$ cat src/rtl/posit_add_normalize.sv
// Posit adder normalisation stage: renormalises the raw mantissa sum so the hidden
// bit sits at a fixed position, adjusts and saturates the scale, and forwards flags.
module posit_add_normalize #(
  parameter int N  = 8,
  parameter int es = 4,
  parameter int Bs = $clog2(N),
  parameter int SW = Bs + es + 1,
  parameter int W  = N - es + 4
) (
  input  logic          clk,
  input  logic          rst_n,
  input  logic          in_valid,
  output logic          in_ready,
  input  logic [W-1:0]  in_mant,
  input  logic [SW-1:0] in_scale,
  input  logic          in_sf,
  input  logic          in_zero,
  input  logic          in_inf,
  output logic          out_valid,
  input  logic          out_ready,
  output logic [SW-1:0] E_normal,
  output logic [W-3:0]  M_normal,
  output logic          sf,
  output logic          zero,
  output logic          inf,
  output logic          ZF
);

  localparam int LZW = $clog2(W);

  // Stage 1 registers
  logic           v1_q, v1_d;
  logic [W-1:0]   mant1_q, mant1_d;
  logic [SW-1:0]  scale1_q, scale1_d;
  logic           sf1_q, sf1_d, zero1_q, zero1_d, inf1_q, inf1_d;
  logic           carry1_q, carry1_d, mz1_q, mz1_d;
  logic [LZW-1:0] lzc1_q, lzc1_d;

  // Stage 2 (output) registers
  logic           v2_q, v2_d;
  logic [SW-1:0]  e_normal_q, e_normal_d;
  logic [W-3:0]   m_normal_q, m_normal_d;
  logic           sf_q, sf_d, zero_q, zero_d, inf_q, inf_d, zf_q, zf_d;

  // Held low through reset so nothing is accepted until the first clock after release
  logic           rdy_q, rdy_d;

  logic           in_fire, adv2, out_fire;
  logic [LZW-1:0] lzc_in;
  logic [W-1:0]   shifted;
  logic [SW:0]    scale_ext, scale_sum;

  assign in_ready = rdy_q & (~v1_q | ~v2_q | out_ready);
  assign in_fire  = in_valid & in_ready;
  assign adv2     = v1_q & (~v2_q | out_ready);
  assign out_fire = v2_q & out_ready;

  always_comb begin
    lzc_in = LZW'(W - 1);
    for (int i = 0; i <= W - 2; i++) begin
      if (in_mant[i]) lzc_in = LZW'(W - 2 - i);
    end
  end

  always_comb begin
    rdy_d    = 1'b1;
    v1_d     = v1_q;
    mant1_d  = mant1_q;
    scale1_d = scale1_q;
    sf1_d    = sf1_q;
    zero1_d  = zero1_q;
    inf1_d   = inf1_q;
    carry1_d = carry1_q;
    mz1_d    = mz1_q;
    lzc1_d   = lzc1_q;
    if (in_fire) begin
      v1_d     = 1'b1;
      mant1_d  = in_mant;
      scale1_d = in_scale;
      sf1_d    = in_sf;
      zero1_d  = in_zero;
      inf1_d   = in_inf;
      carry1_d = in_mant[W-1];
      mz1_d    = (in_mant == '0);
      lzc1_d   = lzc_in;
    end else if (adv2) begin
      v1_d = 1'b0;
    end
  end

  // Scale is widened by one bit so +1 / -lzc cannot wrap before saturation
  always_comb begin
    shifted    = mant1_q << lzc1_q;
    scale_ext  = {scale1_q[SW-1], scale1_q};
    scale_sum  = '0;
    v2_d       = v2_q;
    e_normal_d = e_normal_q;
    m_normal_d = m_normal_q;
    sf_d       = sf_q;
    zero_d     = zero_q;
    inf_d      = inf_q;
    zf_d       = zf_q;
    if (adv2) begin
      v2_d   = 1'b1;
      sf_d   = sf1_q;
      zero_d = zero1_q;
      inf_d  = inf1_q;
      zf_d   = 1'b0;
      if (inf1_q) begin
        e_normal_d = '0;
        m_normal_d = '0;
      end else if (mz1_q) begin
        e_normal_d = '0;
        m_normal_d = '0;
        zf_d       = 1'b1;
      end else begin
        if (carry1_q) begin
          m_normal_d = {mant1_q[W-2:2], mant1_q[1] | mant1_q[0]};
          scale_sum  = scale_ext + (SW+1)'(1);
        end else begin
          m_normal_d = shifted[W-3:0];
          scale_sum  = scale_ext - {{(SW+1-LZW){1'b0}}, lzc1_q};
        end
        if (scale_sum[SW] != scale_sum[SW-1])
          e_normal_d = scale_sum[SW] ? {1'b1, {(SW-1){1'b0}}} : {1'b0, {(SW-1){1'b1}}};
        else
          e_normal_d = scale_sum[SW-1:0];
      end
    end else if (out_fire) begin
      v2_d = 1'b0;
    end
  end

  always_ff @(posedge clk or negedge rst_n) begin
    if (!rst_n) begin
      rdy_q      <= 1'b0;
      v1_q       <= 1'b0;
      mant1_q    <= '0;
      scale1_q   <= '0;
      sf1_q      <= 1'b0;
      zero1_q    <= 1'b0;
      inf1_q     <= 1'b0;
      carry1_q   <= 1'b0;
      mz1_q      <= 1'b0;
      lzc1_q     <= '0;
      v2_q       <= 1'b0;
      e_normal_q <= '0;
      m_normal_q <= '0;
      sf_q       <= 1'b0;
      zero_q     <= 1'b0;
      inf_q      <= 1'b0;
      zf_q       <= 1'b0;
    end else begin
      rdy_q      <= rdy_d;
      v1_q       <= v1_d;
      mant1_q    <= mant1_d;
      scale1_q   <= scale1_d;
      sf1_q      <= sf1_d;
      zero1_q    <= zero1_d;
      inf1_q     <= inf1_d;
      carry1_q   <= carry1_d;
      mz1_q      <= mz1_d;
      lzc1_q     <= lzc1_d;
      v2_q       <= v2_d;
      e_normal_q <= e_normal_d;
      m_normal_q <= m_normal_d;
      sf_q       <= sf_d;
      zero_q     <= zero_d;
      inf_q      <= inf_d;
      zf_q       <= zf_d;
    end
  end

  assign out_valid = v2_q;
  assign E_normal  = e_normal_q;
  assign M_normal  = m_normal_q;
  assign sf        = sf_q;
  assign zero      = zero_q;
  assign inf       = inf_q;
  assign ZF        = zf_q;

endmodule
$ cat config.mk
export PLATFORM = sky130hd
export DESIGN_NAME = posit_add_normalize
export DESIGN_NICKNAME = d
export VERILOG_FILES = /design/src/rtl/posit_add_normalize.sv
export SDC_FILE = /design/constraint.sdc
export NUM_CORES = 1
export LEC_CHECK = 0
export BUFFER_PORTS_ARGS = -buffer_cell sky130_fd_sc_hd__buf_2
export CORE_MARGIN = 8
export CORE_UTILIZATION = 35
export CTS_CLUSTER_DIAMETER = 30
export DETAILED_ROUTE_END_ITERATION = 16
export GPL_ROUTABILITY_DRIVEN = 1
export PLACE_DENSITY = 0.52
export SLEW_MARGIN = 20
export SYNTH_ARGS = -nofsm -noshare
export SYNTH_HDL_FRONTEND = slang
export SYNTH_SLANG_ARGS = --single-unit
$ cat constraint.sdc
create_clock -name clk -period 3.6 [get_ports clk]
set_input_delay 0.72 -clock clk [delete_from_list [all_inputs] [get_ports clk]]
set_output_delay 0.72 -clock clk [all_outputs]
set_load 0.005 [all_outputs]
# Yosys cells after proc, flatten, opt, wreduce, memory -nomap -nowiden
# Cells that the tools add are included.
[classes] addsub=2 eq_ne=1 shift=1 n_mux=24 bitwise_logic=10 reduce_logical=3
[ops] operator="9-bit two-way mux" n=4
[ops] operator="8-bit two-way mux" n=4
[ops] operator="6-bit two-way mux" n=3
[ops] operator="3-bit two-way mux" n=5
[ops] operator="8-bit by 2-bit adder with 9-bit output (second input constant)" n=1
[ops] operator="8-bit by 4-bit subtractor with 9-bit output" n=1
[ops] operator="8-bit zero test" n=1
[ops] operator="8-bit by 3-bit left shift with 6-bit output" n=1
[ops] operator="1-bit two-way mux" n=7
[ops] operator="1-bit AND" n=4
[ops] operator="1-bit bitwise OR" n=4
[ops] operator="2-bit nonzero test" n=2
[ops] operator="2-bit two-way mux" n=1
[ops] operator="1-bit inverter" n=2
[ops] operator="1-bit inequality test" n=1
[word_totals] reg_bits=45 input_bits=23 output_inout_bits=20

# Depth between registers and ports, before layout
[logic_depth] ltp_word=9 mapped_depth=12 mapped_depth_nobuf=11

# Worst setup path after synthesis
# Ideal clock, no wire load.
[synth_path] kind="reg2reg" from="register lzc1_q[0]" to="register e_normal_q[2] (netlist: E_normal[2])" setup_time_ns=0.076 arrival_ns=2.924 setup_slack_ns=0.600 stages_incl_launch_ff=13 n_path_buf=1 path_cell_list="dfrtp_1 clkbuf_1 inv_1 ha_1 ha_1 nor2b_1 ha_1 nand3_1 o211ai_2 or4b_1 o2111a_2 maj3_2 o21ai_2"
[synth_between] elab_chain_len=9 elab_cells_between_ends=10 classes_between="add/sub (1); eq/ne (1); mux (8)"
[synth_rtl] element="start, declared" line="37" source="logic [LZW-1:0] lzc1_q, lzc1_d;"
[synth_rtl] element="start signal, assigned" line="163" source="lzc1_q <= lzc1_d;"
[synth_rtl] element="8-bit by 4-bit subtractor with 9-bit output (*)" line="122" source="scale_sum = scale_ext - {{(SW+1-LZW){1'b0}}, lzc1_q};"
[synth_rtl] element="9-bit two-way mux (*)" line="117" source="if (carry1_q) begin"
[synth_rtl] element="9-bit two-way mux (*)" line="112" source="end else if (mz1_q) begin"
[synth_rtl] element="9-bit two-way mux (*)" line="109" source="if (inf1_q) begin"
[synth_rtl] element="9-bit two-way mux (*)" line="103" source="if (adv2) begin"
[synth_rtl] element="8-bit two-way mux or 1-bit inequality test (tied branches)" line="125, 124"
[synth_rtl] element="8-bit two-way mux (*)" line="124" source="if (scale_sum[SW] != scale_sum[SW-1])"
[synth_rtl] element="8-bit two-way mux (*)" line="112"
[synth_rtl] element="8-bit two-way mux (*)" line="109"
[synth_rtl] element="end signal, assigned" line="165" source="e_normal_q <= e_normal_d;"
[synth_rtl] element="end, declared" line="41" source="logic [SW-1:0] e_normal_q, e_normal_d;"
# Mark *: on every way between the ends. The rest lies on a longest branch, timed or not. The select of a mux whose other input is x is not followed.
# A chain may end at the register's enable or synchronous reset.

# Worst setup path in the final report
# Same ends and word-level chain as after synthesis.

==> run_results.csv <==
group,metric,value,unit
worst_setup_path,r2r_slack,0.44,ns
power_and_ir_drop,vdd_drop_max,0.160,mV
finish,syn2layout_area_growth,17.0,%
floorplanning,dieHeight,98.3,um
sta,hold_viol_final,0,
placement,dp_slack,0.480,ns
grt,grt_max_degree,45,
clocking,cts_resized,0,
worst_setup_path,path_max_fanout,10,
synth,synthFlopType,"dfrtp_1",
worst_setup_path,rr_worst_depth,11,
synth,netlist-cell-type-count,52,
floorplanning,die_w,98.3,um
status,status,"completed",
worst_setup_path,r2r_start,"lzc1_q[0]",
worst_setup_path,cp-startpoint,"lzc1_q[0]",
synth,syn-num-nets,254,
sta,slew_headroom,0.616,
synth,syn_avg_cell_area,10.8,um2
synth,ys_seq_area_frac,0.464,
floorplanning,rows,30,
route,drtIter0Drc,125,
placement,portBuffers,42,
worst_setup_path,path_buf_inv,1,
job,drv_cap,0,
power_and_ir_drop,powerDensity,618,nW/um2
floorplanning,ios,43,
grt,grt_pass1_vias,1787,
route,drc,0,
synth,synth_async_sr_flop_share,1.00,
finish,antenna_cells,0,
clocking,clockBufferDepth,2,
clocking,tritoncts,"done",
sta,skew,0.00580,ns
worst_setup_path,rr_endpoint,"E_normal[2]",
finish,final_common_cell,"dfrtp_1",
sta,finalCriticalPeriod,3.16,ns
clocking,clock-root-buffer,"clkbuf_8",
sta,slew_violations,0,
clocking,clk_pin_slew_worst_paths,0.09,ns
floorplanning,start_util,0.355,
route,ant_nets,0,
sta,rsz0062_at_grt,"false",
clocking,htree_levels,2,
sta,setup_slack,0.445,ns
route,wl_per_cell,14.8,um
sta,setup_viol,0,
synth,syn_area,2370,um2
worst_setup_path,crit_chain,"inv_1, ha_1, ha_1, nor2_1, ha_1, a21oi_2, o211ai_2, or4b_1, o2111a_2, maj3_2, o21ai_2",
clocking,worstSkewPairLatency,0.30,ns
placement,place_congestion,0.798,
floorplanning,core_region_area,6680,um2
worst_setup_path,critPathRequiredTime,3.83,ns
sta,hold_ws,0.417,ns
route,vias,1763,
worst_setup_path,critPathSlowestCell,"dfrtp_1",
clocking,clock-sinks,44,
worst_hold_path,hold_class,"in -> async",
synth,ys_ff_latch,44,
finish,layout_common_cells,"dfrtp_1 (44), buf_2 (41), nand2_1 (22), mux2_2 (22), nor2_1 (11)",
worst_setup_path,path_delay_family,"adder cells",
sta,worst_slew_pin_slew,0.571,ns
grt,antenna_found_initial,0,
grt,grt_pass1_wl,8810,um
sta,final.period_utilization,0.876,
power_and_ir_drop,p_leak,0.00127,uW
grt,gr-total-overflow,0,
worst_setup_path,crit_type,"reg -> reg",
worst_setup_path,crit_path_end,"E_normal[2]",
power_and_ir_drop,finalPower,1710,uW
sta,max_freq,317,MHz
finish,nets,295,
synth,yosysTopAreaCell,"dfrtp_1",
worst_setup_path,end_kind,"flip-flop",
synth,yosysWarningCount,0,
synth,synth_top_area_share,0.464,
grt,gr-usage-all-layers,0.110,
finish,drive_gt1_frac,0.344,
sta,fin_setup_tns,0,ns
worst_setup_path,startpoint_type,"flip-flop",
synth,netlist_top_cells_area,"dfrtp_1 (46%), mux2_2 (10%), ha_1 (5.3%)",
synth,synth_cells,220,
placement,hpwlAfterDp,3790,um
route,dr.pass1.iters,4,
synth,synth_edf_count,0,
route,vias_per_cell,5.15,
clocking,cts_buffers,5,
clocking,cts_hold_buffers,0,
worst_setup_path,crit_top_cell,"ha_1",
worst_setup_path,max_stage_delay,0.54,ns
worst_setup_path,crit_arrival,3.38,ns
route,drt_wl_total,5080,um
floorplanning,dieArea,9670,um2
worst_setup_path,cp_num_cells,11,
clocking,post_cts_buffers,0,
synthesized netlist by cell type (2+ instances only):
library cell	number
nand3_1	5
o31ai_1	2
a31oi_1	2
nand2_1	22
mux2_2	22
xnor2_1	4
nor4_1	2
a211oi_1	4
maj3_2	4
nor2_1	11
nor2b_1	4
o21ai_0	7
ha_1	10
o21ai_1	4
clkbuf_1	8
a22o_1	3
and2_1	3
a221o_1	2
a21oi_2	2
mux2i_1	3
a311o_1	2
o21ai_2	4
dfrtp_1	44
nand2b_1	3
nor3_1	3
inv_1	7
a41oi_1	2
a21oi_1	6
a21o_1	2
metrics by stage:
stage                     area, um2  utilization  std cells
after global routing           2780        0.415        342
after detailed placement       2650        0.397        334
final                          2780        0.415        342
after CTS                      2770        0.415        342
after global placement         2650        0.397        334
after floorplan                2370            -        220
flip-flops by register name, summed over array words and instances (netlist names):
name,cells
ZF,1
M_normal,6
inf,1
E_normal,8
sf,1
lzc1_q,3
rdy_q,1
mant1_q,8
scale1_q,8
sf1_q,1
zero,1
mz1_q,1
zero1_q,1
v1_q,1
out_valid,1
inf1_q,1
power by group:
group | switching (uW) | internal (uW) | total [uW]
registers | 83.6 | 605 | 689
logic | 314 | 309 | 623
clock network | 176 | 227 | 403
total | 574 | 1140 | 1710
per-layer routing:
metal / global-route usage / vias up / wire [um]
li1: - / 886 / -
met1: 0.149 / 839 / 2520
met2: 0.163 / 32 / 2280
met3: 0.0313 / 6 / 207
met4: 0.0390 / 0 / 63
met5: 0 / - / 0
area by class of cell:
type	instances	area, um2
Multi-Input combinational cell	159	1200
Inverter	7	26.3
Clock inverter	2	38.8
Clock buffer	6	82.6
Tap cell	80	100
Sequential cell	44	1100
Fill cell	651	3910
Timing Repair Buffer	44	228
cell families after synthesis:
logic type               after synthesis  synth area share
AO/OA/AOI/OAI                         50             0.155
XOR/XNOR                               5            0.0185
adder cells (fa/ha/maj)               15            0.0802
buffers and inverters                 17            0.0306
flip-flops                            44             0.464
multiplexers                          25             0.117
other                                  1           0.00158
AND/OR/NAND/NOR                       63             0.133
how the worst min path moves through the flow:
stage                      from           to  slack (ns)  cells past startpoint
finish                    rst_n   mant1_q[0]        0.42                      1
global route              rst_n   mant1_q[1]        0.45                      1
CTS                 E_normal[3]  E_normal[3]        0.49                      2
detailed placement  E_normal[3]  E_normal[3]        0.47                      2
global placement    E_normal[6]  E_normal[6]        0.46                      2
floorplan                 rst_n  E_normal[0]        0.42                      0
No activity file was read; power rests on OpenSTA's default activity.
